**src/rtl/lbm_pkg.sv**
```systemverilog
// Shared definitions for the lattice-Boltzmann sequencer: FSM states and datapath mux codes.
package lbm_pkg;

    typedef enum logic [3:0] {
        IDLE, INIT, MOM_LD, MOM_WR, DIV_START, DIV_WAIT, U_LD, U_WR,
        EQ_LD, EQ_WR, COLL_LD, COLL_WR, STREAM, NEXT_CELL, NEXT_TIME, DONE
    } lbm_state_t;

    // Source selection for the f_in memory write port.
    localparam logic [1:0] FIN_INIT   = 2'd0;
    localparam logic [1:0] FIN_BOUNCE = 2'd1;
    localparam logic [1:0] FIN_STREAM = 2'd2;

    // Source selection for the ux register.
    localparam logic [1:0] UX_FLUID = 2'd0;
    localparam logic [1:0] UX_LID   = 2'd1;
    localparam logic [1:0] UX_WALL  = 2'd2;

endpackage

```
**src/rtl/lbm_wrap_counter.sv**
```systemverilog
// Up-counter with synchronous clear, terminal-count flag (count == MAX) and optional wrap to zero.
module lbm_wrap_counter #(
    parameter int WIDTH = 4,
    parameter int MAX   = 15
) (
    input  logic             Clk,
    input  logic             Reset,
    input  logic             clear,
    input  logic             enable,
    input  logic             wrap,
    output logic [WIDTH-1:0] count,
    output logic             tc
);

    localparam logic [WIDTH-1:0] MAX_V = WIDTH'(MAX);

    assign tc = (count == MAX_V);

    // With wrap low the counter steps past MAX, so a saturating total stays readable.
    always_ff @(posedge Clk) begin
        if (!Reset || clear) begin
            count <= '0;
        end else if (enable) begin
            if (tc && wrap) count <= '0;
            else            count <= count + WIDTH'(1);
        end
    end

endmodule

```
**src/rtl/lbm_sequencer.sv**
```systemverilog
// Control sequencer for a lattice-Boltzmann cell pipeline: init, moments, divide, equilibrium,
// collision and streaming per cell, for MAX_TIME sweeps. Define LBM_SEQ_DIV_TIMEOUT_EN for a divider timeout.
module lbm_sequencer
    import lbm_pkg::*;
#(
    parameter int  GRID_X      = 16,
    parameter int  GRID_Y      = 16,
    parameter int  NQ          = 9,
    parameter int  MAX_TIME    = 10,
    parameter int  DIV_TIMEOUT = 64,
    localparam int ADDR_W      = $clog2(GRID_X * GRID_Y),
    localparam int DIR_W       = $clog2(NQ),
    localparam int T_W         = $clog2(MAX_TIME + 1)
) (
    input  logic              Clk,
    input  logic              Reset,
    input  logic              start,
    input  logic              pause,
    input  logic              div_valid,
    input  logic              lid,
    input  logic              wall,
    input  logic              stream_valid,
    output logic [ADDR_W-1:0] cell_addr,
    output logic [DIR_W-1:0]  dir,
    output logic [T_W-1:0]    time_step,
    output logic              we_p,
    output logic              we_u,
    output logic              we_feq,
    output logic              we_fout,
    output logic              we_fin,
    output logic              ld_moment,
    output logic              ld_u,
    output logic              ld_feq,
    output logic              ld_fout,
    output logic              sel_p_reg,
    output logic              sel_uy_reg,
    output logic [1:0]        sel_ux_reg,
    output logic [1:0]        sel_fin_src,
    output logic              div_start,
    output logic              busy,
    output logic              done,
    output logic              div_error,
    output logic [3:0]        state_dbg
);

    lbm_state_t state, state_next;
    logic       start_go, boundary;
    logic       cell_en, dir_en, time_en;
    logic       cell_last, dir_last, time_last;
    logic       div_timeout;

    assign start_go  = start && ((state == IDLE) || (state == DONE));
    assign boundary  = lid | wall;
    assign state_dbg = state;

    lbm_wrap_counter #(.WIDTH(ADDR_W), .MAX(GRID_X * GRID_Y - 1)) u_cell_cnt (
        .Clk(Clk), .Reset(Reset), .clear(start_go), .enable(cell_en), .wrap(1'b1),
        .count(cell_addr), .tc(cell_last)
    );

    lbm_wrap_counter #(.WIDTH(DIR_W), .MAX(NQ - 1)) u_dir_cnt (
        .Clk(Clk), .Reset(Reset), .clear(start_go), .enable(dir_en), .wrap(1'b1),
        .count(dir), .tc(dir_last)
    );

    // Terminal count fires on the last sweep so NEXT_TIME can decide before the increment lands.
    lbm_wrap_counter #(.WIDTH(T_W), .MAX(MAX_TIME - 1)) u_time_cnt (
        .Clk(Clk), .Reset(Reset), .clear(start_go), .enable(time_en), .wrap(1'b0),
        .count(time_step), .tc(time_last)
    );

`ifdef LBM_SEQ_DIV_TIMEOUT_EN
    localparam int TO_W = $clog2(DIV_TIMEOUT + 1);
    logic [TO_W-1:0] to_cnt;
    logic            div_err_q;

    assign div_timeout = (to_cnt == TO_W'(DIV_TIMEOUT - 1));
    assign div_error   = div_err_q;

    always_ff @(posedge Clk) begin
        if (!Reset || state == DIV_START)                          to_cnt <= '0;
        else if (state == DIV_WAIT && !div_valid && !div_timeout)  to_cnt <= to_cnt + TO_W'(1);
    end

    always_ff @(posedge Clk) begin
        if (!Reset || start_go)                                   div_err_q <= 1'b0;
        else if (state == DIV_WAIT && !div_valid && div_timeout)  div_err_q <= 1'b1;
    end
`else
    assign div_timeout = 1'b0;
    assign div_error   = 1'b0;
`endif

    always_ff @(posedge Clk) begin
        if (!Reset) state <= IDLE;
        else        state <= state_next;
    end

    always_comb begin
        state_next  = state;
        cell_en     = 1'b0;
        dir_en      = 1'b0;
        time_en     = 1'b0;
        we_p        = 1'b0;
        we_u        = 1'b0;
        we_feq      = 1'b0;
        we_fout     = 1'b0;
        we_fin      = 1'b0;
        ld_moment   = 1'b0;
        ld_u        = 1'b0;
        ld_feq      = 1'b0;
        ld_fout     = 1'b0;
        sel_p_reg   = 1'b0;
        sel_uy_reg  = 1'b0;
        sel_ux_reg  = UX_FLUID;
        sel_fin_src = FIN_INIT;
        div_start   = 1'b0;
        busy        = 1'b1;
        done        = 1'b0;
        case (state)
            IDLE: begin
                busy = 1'b0;
                if (start) state_next = INIT;
            end
            DONE: begin
                busy = 1'b0;
                done = 1'b1;
                if (start) state_next = INIT;
            end
            INIT: begin
                we_p    = 1'b1;
                we_u    = 1'b1;
                we_fin  = 1'b1;
                cell_en = 1'b1;
                if (cell_last) state_next = MOM_LD;
            end
            MOM_LD: begin
                ld_moment  = 1'b1;
                sel_p_reg  = boundary;
                state_next = MOM_WR;
            end
            MOM_WR: begin
                we_p       = 1'b1;
                state_next = DIV_START;
            end
            DIV_START: begin
                div_start  = 1'b1;
                state_next = DIV_WAIT;
            end
            DIV_WAIT: begin
                if (div_valid)        state_next = U_LD;
                else if (div_timeout) state_next = DONE;
            end
            U_LD: begin
                ld_u       = 1'b1;
                sel_uy_reg = boundary;
                if (lid)       sel_ux_reg = UX_LID;
                else if (wall) sel_ux_reg = UX_WALL;
                state_next = U_WR;
            end
            U_WR: begin
                we_u       = 1'b1;
                state_next = EQ_LD;
            end
            EQ_LD: begin
                ld_feq     = 1'b1;
                state_next = EQ_WR;
            end
            EQ_WR: begin
                we_feq = 1'b1;
                if (boundary) begin
                    we_fin      = 1'b1;
                    sel_fin_src = FIN_BOUNCE;
                end
                state_next = COLL_LD;
            end
            COLL_LD: begin
                ld_fout    = 1'b1;
                state_next = COLL_WR;
            end
            COLL_WR: begin
                we_fout    = 1'b1;
                state_next = STREAM;
            end
            STREAM: begin
                we_fin      = stream_valid;
                sel_fin_src = FIN_STREAM;
                dir_en      = 1'b1;
                if (dir_last) state_next = NEXT_CELL;
            end
            NEXT_CELL: begin
                if (!pause) begin
                    cell_en    = 1'b1;
                    state_next = cell_last ? NEXT_TIME : MOM_LD;
                end
            end
            NEXT_TIME: begin
                time_en    = 1'b1;
                state_next = time_last ? DONE : MOM_LD;
            end
            default: state_next = IDLE;
        endcase
    end

endmodule

```
**config.mk**
```make
export PLATFORM = sky130hd
export DESIGN_NAME = lbm_sequencer
export DESIGN_NICKNAME = d
export VERILOG_FILES = /design/src/rtl/lbm_pkg.sv /design/src/rtl/lbm_wrap_counter.sv /design/src/rtl/lbm_sequencer.sv
export SDC_FILE = /design/constraint.sdc
export NUM_CORES = 1
export LEC_CHECK = 0
export CAP_MARGIN = 20
export CORE_MARGIN = 5
export CORE_UTILIZATION = 46
export CTS_BUF_LIST = sky130_fd_sc_hd__clkbuf_16
export CTS_CLUSTER_DIAMETER = 60
export DETAILED_ROUTE_END_ITERATION = 8
export PLACE_DENSITY = 0.79
export RECOVER_POWER = 100
export SLEW_MARGIN = 10
export SYNTH_ARGS = -nofsm -noshare
export SYNTH_HDL_FRONTEND = slang
export SYNTH_SLANG_ARGS = --single-unit
```
**constraint.sdc**
```tcl
create_clock -name Clk -period 2.6 [get_ports Clk]
set_clock_uncertainty 0.2 [all_clocks]
set_input_delay 0.65 -clock Clk [delete_from_list [all_inputs] [get_ports Clk]]
set_output_delay 0.65 -clock Clk [all_outputs]
set_load 0.1 [all_outputs]
```
**Word-level counts from Yosys, hierarchy flattened**

Cells that the tools add are included.

- Register bits: 20
- Input bits: 8
- Output and inout port bits: 39
- Logic and storage cells: 74

- Bitwise operators: 1
- Multiplexer cells: 34
- Equal/unequal tests: 23
- Reduce and logical (&&, ||, !) cells: 9
- $add $sub $neg: 3

Operators with widths:

| operator | number |
|---|---|
| $pmux W4 S15 | 1 |
| $eq A4 B4 Y1 const B | 10 |
| $mux W4 | 8 |
| $mux W1 | 18 |
| $eq A4 B3 Y1 const B | 4 |
| $add A4 B1 Y4 const B | 2 |
| $add A8 B1 Y8 const B | 1 |
| $eq A4 B2 Y1 const B | 2 |
| $eq A8 B8 Y1 const B | 1 |
| $mux W8 | 1 |
| $ne A2 B2 Y1 const B | 4 |
| $mux W2 | 3 |
| $reduce_or A2 Y1 | 3 |
| $reduce_and A5 Y1 | 1 |
| $eq A4 B1 Y1 const B | 1 |
| $logic_not A4 Y1 | 1 |
| $pmux W2 S2 | 1 |
| $pmux W1 S3 | 1 |
| $logic_or A1 B1 Y1 | 2 |
| $ne A2 B1 Y1 const B | 1 |
| $pmux W1 S2 | 1 |
| $logic_and A1 B1 Y1 | 1 |
| $logic_not A1 Y1 | 1 |
| $or A1 B1 Y1 | 1 |

**Longest topological paths before layout**

Gate-level depths: netlist of run 1.

- Depth in word-level cells: 4
- Depth in mapped cells: 8
- Mapped depth without buffers: 7

**Hierarchy**

From an unflattened synthesis of run 1, not the netlist that was laid out.

- Cells, all modules: 169
- Area total of the unflattened synthesis: 1346.3 µm²

Modules (own cells, without submodules):

| module | sequential area each (µm²) | cells each | instances | area an instance (µm²) |
|---|---|---|---|---|
| lbm_sequencer | 80.1 | 83 | 1 | 553.0 |
| lbm_wrap_counter at u_cell_cnt | 160.2 | 43 | 1 | 376.6 |
| lbm_wrap_counter at u_dir_cnt | 80.1 | 23 | 1 | 220.2 |
| lbm_wrap_counter at u_time_cnt | 80.1 | 20 | 1 | 196.4 |

**Least setup slack after synthesis of run 1**

Ideal clock, no wire load.

- Path type: reg2out
- Start: reg state[3] (netlist: state_dbg[3])
- End: out we_fin
- Slack: -2.886 ns
- Path buffers: 1
- Arrival time: 4.636 ns
- Required time: 1.750 ns
- Cell stages (with the launch flop): 6
- Cell sequence: dfxtp_1 > buf_2 > nor2b_1 > and2_1 > nor2b_1 > a221o_1

- Cells in the longest elaborated chain, start to end: 2
- Elaborated cells on any way between the ends: 4
- Those cells by class: 3 x eq/ne; 1 x mux

RTL lines:

| item | line | source |
|---|---|---|
| from (decl) | lbm_sequencer.sv:46 | `lbm_state_t state, state_next;` |
| from (signal assigned) | lbm_sequencer.sv:96 | `else state <= state_next;` |
| $eq A4 B4 Y1 / $eq A4 B1 Y1 (equally long branches) | lbm_sequencer.sv:120 | `case (state)` |
| $pmux W1 S3 (*) | lbm_sequencer.sv:120 |  |
| to (decl) | lbm_sequencer.sv:30 | `output logic we_fin,` |

Every way passes the cells marked *; elsewhere a longest branch is shown, timed or not.

**Worst setup path in the final report of run 1**

- Start: reg state[1] (netlist: state_dbg[1])
- End: out we_fin

The elaborated chain is that of the path after synthesis.

==> flow_summary.toml, run 1 <==
[die]
io_pins = 47
die_h_um = 65.3
placementRows = 20
die_w_um = 65.3
core-area_um2 = 3000
initial_utilization_pct = 46.9
die_area_um2 = 4270

[route]
postRouteAntennaNets = 0
wirelength_mm = 4.03
drt_iter0_drc = 60
vias = 1428
drc = 0
firstDrtPassIters = 4
avgViaCountPerCell = 5.56
wl_per_cell_um = 15.7

[grt]
antenna_found_initial = 0
grtUsageMet1_pct = 22.5
grt_pass1_vias = 1428
grt_max_degree = 22
busiest_layer = "met2"
grt_pass1_wl_mm = 6.64
grt_usage_pct = 19.7
globalRouteMet3Util_pct = 3.59
gr-total-overflow = 0
use_met2_pct = 35.4

[worst_setup_path]
rr_worst_depth = 8
worstPathCellList = "inv_1, ha_2, clkbuf_2, a221o_4, buf_12"
worst-path-buf-inv = 3
path_depth = 5
cp-start-kind = "register"
critical_path_class = "reg -> out"
slowest_stage = "a221o_4"
cpPeakStageDelay_ns = 0.44
crit_fanout = 13
critPathArrivalTime_ns = 1.69
cp.required_ns = 1.75
path_delay_family = "buffers and inverters"
endpoint_kind = "primary output"

[synth]
synth-seq-cells = 20
synthesis.nets = 192
synth.avg_cell_area_um2 = 8.05
ys_types = 49
yosysMostFrequentCell = "nor2_1"
syn_inst = 175
synth_common_cells = "nor2_1, dfxtp_1, nand2_1, and2_1, ha_1"
synth_edf_count = 0
ys_async_sr_fraction_pct = 0
synth_area_leader_cell = "dfxtp_1"
yosys-top-cells-area = "dfxtp_1, ha_1, nor2_1, xor2_1, and2_1"
yosysSeqAreaShare_pct = 28.4
synth_ff_type = "dfxtp_1"
yosys_warnings = 0
yosysTopAreaCellShare_pct = 28.4
synth_area_um2 = 1410

[placed_design]
dpl.hpwl_mm = 3.04
portBuffers = 45
gp_congestion = 0.856
dpl_cell_area_um2 = 2140
dpl.cell_count = 252

[final_layout]
fin_util_pct = 72.1
regArea_um2 = 415
nets = 242
multiInputGateArea_um2 = 993
num-fill-cells = 234
area_growth_pct = 53.6
design_area_um2 = 2160
final_cells = 257
drive_above_1_share_pct = 34.8
diodes = 0

[timing]
rsz0062_at_grt = "true"
slew_headroom_pct = 63.7
post-route-min-period_ns = 2.54
final_hold_viol_count = 0
drv_slew = 0
fin_crit_sh_pct = 97.8
setup_viol = 0
worst_pin_slew_ns = 0.547
fmax_mhz = 393

[pwr]
ir_drop_uv = 561
powerDensity_nw_per_um2 = 1020
p_leak_uw = 0.000898
total_power_uw = 2220

[clock_network]
htree_levels = 1
cts.path.max_buffers = 2
clock-sinks = 20
clk_pin_slew_ns = 0.06
cts_root_buffer = "clkbuf_16"
clk_latency_ns = 0.25
cts_tree = "done"
cts_buffers = 3

[job]
maxCapViolCount = 0

[run_status]
outcome = "complete, no violations"

[worst_hold_path]
min_path_type = "reg -> reg"
worstHoldPathCells = 2
[path summary, 6_finish.rpt]
check / from / endpoint / slack, ns
setup / recovery: state_dbg[1]$_SDFFE_PN0P_ / we_fin / 0.06
hold / removal: state_dbg[1]$_SDFFE_PN0P_ / state_dbg[1]$_SDFFE_PN0P_ / 0.30
setup reg to reg: state_dbg[0]$_SDFFE_PN0P_ / u_cell_cnt.count[4]$_SDFFE_PP0P_ / 0.35
hold reg to reg: state_dbg[1]$_SDFFE_PN0P_ / state_dbg[1]$_SDFFE_PN0P_ / 0.30
[cells in the final DEF, fill, tap and decap left out, types with 3 or more instances in the layout]
cell             count
buf_4               25
nor2_1              18
dfxtp_1             16
nand2_1             13
buf_12              12
inv_1                7
xor2_1               7
ha_1                 7
a21oi_1              6
and2_1               5
o21ai_0              5
a211oi_1             5
nor3_1               4
clkbuf_16            4
clkdlybuf4s50_1      4
clkbuf_2             4
dfxtp_4              4
nor2b_4              3
and2_4               3
nor2_4               3
nand2b_1             3
o211ai_1             3
and3_1               3
o2111ai_1            3
clkbuf_1             3
[sequential cells by signal, summed over array words and instances, names as in the netlist]
signal,flops
state_dbg,4
u_cell_cnt.count,8
u_dir_cnt.count,4
u_time_cnt.count,4
[layer usage]
layer  share of wire [%]  up-vias
li1                    -      710
met1                  42      660
met2                  50       48
met3                 5.4       10
met4                 2.8        0
met5                   0        -
[worst reg2reg max path: stages, from the launching register on]
cell and delay (ns):
dfxtp_4 0.36, inv_1 0.08, ha_1 0.24, nor3b_1 0.23, clkbuf_1 0.23, nor2_4 0.08
o21ai_0 0.18, clkbuf_1 0.42, nor2_1 0.11
[metrics by stage]
step / hold slack, ns / TNS, ns / setup slack (ns)
floorplan: 0.418 / -1.13 / -0.452
global placement: 0.284 / -0.133 / -0.133
detailed placement: 0.298 / -0.154 / -0.154
CTS: 0.307 / 0 / 0.0111
global route: 0.329 / -0.00932 / -0.00932
finish: 0.302 / 0 / 0.0584
[repair_timing]
item                                    in CTS  in global routing
buffers inserted                             0                  1
pin swaps                                    1                  0
endpoints found under the hold margin        0                  0
endpoints found under the setup margin       1                  3
gates resized for setup                      3                  1
cloned                                       0                  0
hold buffers                                 0                  0
[area by class of cell]
| cell class | count | share of cell area (%) |
|---|---|---|
| inverters | 9 | 1.79 |
| well taps | 33 | 1.91 |
| repair buffers | 55 | 26.6 |
| clock buffers | 4 | 4.62 |
| flip-flops and latches | 20 | 19.2 |
| multi-input cells | 136 | 45.9 |
[where the power goes]
| group | total [µW] | internal (µW) | switching (µW) | leakage, µW |
|---|---|---|---|---|
| sequential | 427 | 348 | 79.2 | 0.000165 |
| combinational | 1400 | 432 | 970 | 0.000684 |
| clock | 389 | 267 | 122 | 0.0000493 |
[logic make-up after synthesis]
logic type / after synthesis / synth area share, %
AO/OA/AOI/OAI: 36 / 18.5
XOR/XNOR: 9 / 5.60
adder cells (fa/ha/maj): 9 / 7.99
buffers and inverters: 19 / 7.01
flip-flops: 20 / 28.4
multiplexers: 4 / 3.02
other: 1 / 0.266
AND/OR/NAND/NOR: 77 / 29.2
(Power assumes the default switching activity.)
==> inputs of run 2 (changes only) <==
--- a/config.mk
+++ b/config.mk
@@ -11,6 +11,7 @@
 export CTS_BUF_LIST = sky130_fd_sc_hd__clkbuf_16
 export CTS_CLUSTER_DIAMETER = 60
 export DETAILED_ROUTE_END_ITERATION = 8
+export GPL_TIMING_DRIVEN = 0
 export PLACE_DENSITY = 0.79
 export RECOVER_POWER = 100
 export SLEW_MARGIN = 10
==> run 2 against run 1 <==
Against the previous run:
- clock power about the same
- register-to-register slack better by 0.17 ns
- power down 2.0%
- sequential share of layout area up 0.24 points
- core utilization down 0.87 points
- worst hold slack better by 0.022 ns
- sequential power down 11%
- first-iteration DRC count up 68%
- combinational power about the same
- clock-buffer cell count unchanged
- via count down 0.14%
- critical path type unchanged
- largest power group unchanged
- highest routed layer unchanged
==> flow_summary.toml, run 2 (synthesis results as in run 1) <==
[worst_setup_path]
rr_worst_depth = 6
critical_path_class = "reg -> out"
cp-start-kind = "register"
startpoint = "state_dbg[1]$_SDFFE_PN0P_"
r2r_slack_ns = 0.52
timing.rr.end = "state_dbg[3]$_SDFFE_PN0P_"
endpoint = "we_fin"
cp.required_ns = 1.75
crit_fanout = 5
critPathArrivalTime_ns = 1.72
endpoint_kind = "primary output"
r2r_start = "state_dbg[0]$_SDFFE_PN0P_"

[grt]
grt_pass1_vias = 1454
grt_usage_pct = 19.7
gr-total-overflow = 0
grt_max_degree = 13
grt_pass1_wl_mm = 6.62
antenna_found_initial = 0

[route]
firstDrtPassIters = 4
wirelength_mm = 4.12
wl_per_cell_um = 16.0
drt_iter0_drc = 101
vias = 1426
avgViaCountPerCell = 5.53
drc = 0
postRouteAntennaNets = 0

[placed_design]
gp_congestion = 0.845
dpl.hpwl_mm = 3.03
portBuffers = 45
dpl.cell_count = 253

[final_layout]
diodes = 0
final_cell_mix = "dlygate4sd2_1, nor2_1, dfxtp_1, nand2_1, buf_4"
area_growth_pct = 51.8
largest_reg_flops = 8
top_register = "u_cell_cnt.count"
layout_commonest_cell = "dlygate4sd2_1"
final_cells = 258
regArea_um2 = 415
drive_above_1_share_pct = 28.4
multiInputGateArea_um2 = 1020
num-fill-cells = 245
nets = 243

[run_status]
outcome = "complete, no violations"

[clock_network]
holdBufCountCts = 0
cts_tree = "done"
clk_latency_ns = 0.26
cts.path.max_buffers = 2
htree_levels = 1
cts_root_buffer = "clkbuf_16"
cts_buffers = 3
clock-sinks = 20
clk_pin_slew_ns = 0.06

[pwr]
p_int_uw = 999
powerDensity_nw_per_um2 = 1020
ir_drop_uv = 618
clockPowerShare_pct = 17.9
power_frac_comb_pct = 64.5
p_leak_uw = 0.000970
seqPwrFrac_pct = 17.6
netSwitchingPower_uw = 1170
swShare_pct = 54.0

[timing]
worst_pin_slew_ns = 0.976
fin_hold_ws_ns = 0.324
setup_viol = 0
fin_crit_sh_pct = 98.7
slew_headroom_pct = 34.8
rsz0062_at_grt = "true"
post-route-min-period_ns = 2.57
finalSetupTns_ns = 0
fmax_mhz = 390
drv_slew = 0
final_hold_viol_count = 0

[die]
core-area_um2 = 3000
initial_utilization_pct = 46.9
die_area_um2 = 4270
io_pins = 47
die_w_um = 65.3
placementRows = 20
die_h_um = 65.3

[worst_hold_path]
min-delay-start = "state_dbg[1]$_SDFFE_PN0P_"
min_path_type = "reg -> reg"

[job]
maxCapViolCount = 0
==> run 2: changes by cell type in the layout (fill, tap and decap cells not counted), moves of 4 or more <==
cell / previous run / this run
dlygate4sd2_1: 2 / 19
buf_4: 25 / 10
buf_12: 12 / 2
buf_6: 1 / 7
buf_2: 0 / 5
clkbuf_2: 4 / 0
==> run 2: area by class of cell <==
class	instances	area share (%)
Sequential cell	20	19.4
Multi-Input combinational cell	136	47.9
Tap cell	33	1.93
Clock buffer	4	4.68
Buffer	9	3.74
Inverter	9	1.87
Timing Repair Buffer	47	20.5
==> run 2: timing repair <==
action / in CTS / in global routing
gates cloned: 0 / 0
pin swaps: 1 / 1
resized for setup: 115 / 20
setup endpoints to repair: 36 / 11
buffers inserted: 0 / 2
==> run 2: worst min-delay path by stage <==
stage / to / slack, ns / cells after the start
5_1_grt: u_cell_cnt.count[5]$_SDFFE_PP0P_ / 0.36 / 2
4_1_cts: u_dir_cnt.count[2]$_SDFFE_PP0P_ / 0.33 / 2
2_1_floorplan: state_dbg[1]$_SDFFE_PN0P_ / 0.42 / 2
6_report: state_dbg[1]$_SDFFE_PN0P_ / 0.32 / 2
3_5_place_dp: u_dir_cnt.count[2]$_SDFFE_PP0P_ / 0.32 / 2
3_3_place_gp: state_dbg[1]$_SDFFE_PN0P_ / 0.28 / 2
==> run 2: through the flow <==
step / power [µW] / area (µm²) / setup WS (ns) / util, %
2_1_floorplan: 1490 / 1530 / -0.452 / -
3_3_place_gp: 1740 / 2020 / -1.15 / 67.3
3_5_place_dp: 1760 / 2020 / -1.21 / 67.3
4_1_cts: 2140 / 2100 / -0.171 / 69.8
5_1_grt: 2250 / 2140 / -0.000604 / 71.2
6_report: 2170 / 2140 / 0.0347 / 71.2
==> run 2: power by group through the flow <==
stage               clock network (µW)  registers [µW]  logic, µW
floorplan                            0             593        896
global route                       406             389       1460
finish                             389             382       1400
global placement                     0             387       1350
detailed placement                   0             390       1370
CTS                                389             383       1370
==> run 2: worst max-delay path, cell delays in order, from the launching register on <==
cell and delay [ns]:
dfxtp_4 0.36, inv_1 0.06, ha_2 0.22, and2_4 0.18, nor2b_4 0.13, a221o_4 0.32, buf_6 0.19
==> run 2: per-layer routing <==
| metal | track usage, % | routed length, µm | vias to the layer above |
|---|---|---|---|
| met3 | 5.30 | 254 | 6 |
| met1 | 21.3 | 1710 | 661 |
| met5 | 0 | 0 | - |
| met2 | 37.4 | 2100 | 46 |
| li1 | - | - | 713 |
| met4 | 4.66 | 48 | 0 |
==> inputs of run 3 (changes only) <==
--- a/config.mk
+++ b/config.mk
@@ -5,6 +5,7 @@
 export SDC_FILE = /design/constraint.sdc
 export NUM_CORES = 1
 export LEC_CHECK = 0
+export ABC_AREA = 1
 export CAP_MARGIN = 20
 export CORE_MARGIN = 5
 export CORE_UTILIZATION = 46
==> run 3 against run 2 <==
Against the previous run:
- sequential share of layout area increased by 1.8 points
- die area grew 3.5%
- via count is 6.2% higher
- clock power is 20% lower
- area after synthesis rose by 4.1%
- combinational power is 10% lower
- sequential power barely moved
- final area decreased by 9.4%
- critical endpoint is now we_u
- power down 10%
- register-to-register slack about the same
- cell count is 21% higher
==> flow_summary.toml, run 3 <==
[grt]
grt_pass1_wl_mm = 6.00
grt_usage_pct = 17.0
antenna_found_initial = 0
grt_max_degree = 12
grt_pass1_vias = 1427
gr-total-overflow = 0

[clock_network]
cts.path.max_buffers = 2
holdBufCountCts = 0
htree_levels = 1
cts_buffers = 3
cts_tree = "done"
cts_root_buffer = "clkbuf_16"
clock-sinks = 20
clk_pin_slew_ns = 0.06
clk_latency_ns = 0.25
cts_setup_buffers = 0

[placed_design]
dpl_cell_area_um2 = 2080
gp_congestion = 0.871
portBuffers = 45
dpl.hpwl_mm = 2.79

[timing]
final_hold_viol_count = 0
fmax_mhz = 397
fin_crit_sh_pct = 96.8
setup_viol = 0
finalSetupTns_ns = 0
worst_pin_slew_ns = 1.19
slew_headroom_pct = 21.3
post-route-min-period_ns = 2.52
drv_slew = 0

[final_layout]
nets = 287
area_growth_pct = 32.1
diodes = 0
drive_above_1_share_pct = 22.7
top_register = "u_cell_cnt.count"
final_cell_mix = "nand2_1, inv_1, nor2_1, clkbuf_1, nand3_1"
layout_commonest_cell = "nand2_1"
num-fill-cells = 310
design_area_um2 = 1940
largest_reg_flops = 8

[pwr]
powerDensity_nw_per_um2 = 1010
ir_drop_uv = 866
p_leak_uw = 0.000868
total_power_uw = 1950

[worst_setup_path]
critical_path_class = "reg -> out"
rr_worst_depth = 10
r2r_start = "state_dbg[1]$_SDFFE_PN0P_"
timing.rr.end = "u_cell_cnt.count[5]$_SDFFE_PP0P_"
cp.required_ns = 1.75
endpoint_kind = "primary output"
critPathArrivalTime_ns = 1.67
cp-start-kind = "register"
crit_fanout = 6
r2r_slack_ns = 0.51

[synth]
synth_edf_count = 0
synth_area_leader_cell = "dfxtp_1"
yosys-top-cells-area = "dfxtp_1, nand2_1, inv_1, nor2_1, ha_1"
yosysSeqAreaShare_pct = 27.3
yosysMostFrequentCell = "nand2_1"
synth_ff_type = "dfxtp_1"
synth_common_cells = "nand2_1, inv_1, nor2_1, dfxtp_1, nand3_1"
ys_types = 33
ys_async_sr_fraction_pct = 0
yosysTopAreaCellShare_pct = 27.3
synthesis.nets = 237
synth.avg_cell_area_um2 = 6.67
synth-seq-cells = 20
synth_area_um2 = 1470
syn_inst = 220
yosys_warnings = 0

[run_status]
outcome = "complete, no violations"

[die]
die_h_um = 66.5
initial_utilization_pct = 48.0
die_w_um = 66.5
io_pins = 47
die_area_um2 = 4420
placementRows = 20
core-area_um2 = 3050

[worst_hold_path]
min-delay-start = "u_cell_cnt.count[2]$_SDFFE_PP0P_"
hold_end = "u_cell_cnt.count[2]$_SDFFE_PP0P_"
worstHoldPathCells = 2
min_path_type = "reg -> reg"

[route]
drt_iter0_drc = 55
postRouteAntennaNets = 0
firstDrtPassIters = 5
avgViaCountPerCell = 4.84
wirelength_mm = 3.59
vias = 1515
wl_per_cell_um = 11.5
drc = 0

[job]
maxCapViolCount = 0
[run 3: cell types whose count changed in the layout (fill, tap and decap cells not counted), moves of 5 or more]
| cell | before | now |
|---|---|---|
| and2_1 | 6 | 1 |
| buf_4 | 10 | 4 |
| nand2_1 | 13 | 45 |
| buf_6 | 7 | 2 |
| a21oi_1 | 6 | 11 |
| nand3_1 | 2 | 17 |
| clkbuf_1 | 1 | 20 |
| xor2_1 | 7 | 1 |
| inv_1 | 7 | 34 |
| nand2_2 | 0 | 5 |
| clkdlybuf4s15_2 | 3 | 8 |
| dlygate4sd2_1 | 19 | 2 |
| nor2_1 | 18 | 27 |
[run 3: repair_timing]
item                                   CTS  global route
gates resized for setup                104             4
pin swaps                                1             0
setup endpoints to repair               37             8
endpoints found under the hold margin    0             0
[run 3: cell type report]
class	instances	area (µm²)	area share, %
clock inverter	1	3.75	0.194
sequential	20	410	21.2
inverter	38	145	7.49
clock buffer	3	75.1	3.88
timing repair buffer	45	303	15.6
multi-input combinational	159	915	47.2
tap	44	55.1	2.84
buffer	3	30.0	1.55
[run 3: kinds of logic (layout without fill, tap and decap cells)]
kind of cell,after synthesis,after routing,synth area share (%)
AND/OR/NAND/NOR,123,123,41.1
buffers and inverters,41,90,11.9
AO/OA/AOI/OAI,24,24,10.5
flip-flops,20,20,27.3
adder cells (fa/ha/maj),9,9,7.68
XOR/XNOR,2,2,1.19
other,1,1,0.256
[run 3: how the worst max path moves through the flow]
stage / startpoint / to / slack [ns]
after floorplan: state_dbg[0]$_SDFFE_PN0P_ / we_fin / -0.01
after detailed placement: lid / we_fin / -1.01
after CTS: u_cell_cnt.count[2]$_SDFFE_PP0P_ / cell_addr[2] / 0.003
after global routing: state_dbg[0]$_SDFFE_PN0P_ / sel_ux_reg[1] / -0.008
after global placement: lid / we_fin / -0.99
final: state_dbg[1]$_SDFFE_PN0P_ / we_u / 0.08
[run 3: where the power goes]
part	internal, µW	leakage, µW	switching (µW)
clock	204	0.0000423	106
sequential	340	0.000164	39.8
combinational	269	0.000661	993
[run 3: worst max-delay path, stage by stage (launching register included)]
cell and delay [ns]:
dfxtp_2 0.34, inv_2 0.10, ha_4 0.19, nand2_2 0.13
nand2_1 0.09, clkdlybuf4s15_2 0.56
[run 3: stage by stage]
step,hold slack (ns),utilization (%),setup slack [ns],cells
2_1_floorplan,0.478,-,-0.0143,220
3_3_place_gp,0.279,68.0,-0.988,309
3_5_place_dp,0.293,68.0,-1.01,309
4_1_cts,0.308,69.7,0.00254,313
5_1_grt,0.338,63.4,-0.00776,313
6_report,0.306,63.4,0.0833,313
[run 3: metal layers]
metal / up-vias / GRT usage [%] / share of wire (%)
met5: - / 0 / 0
met2: 46 / 30.2 / 47
met1: 675 / 19.8 / 45
met3: 5 / 4.22 / 7.0
li1: 789 / - / -
met4: 0 / 5.58 / 1.1
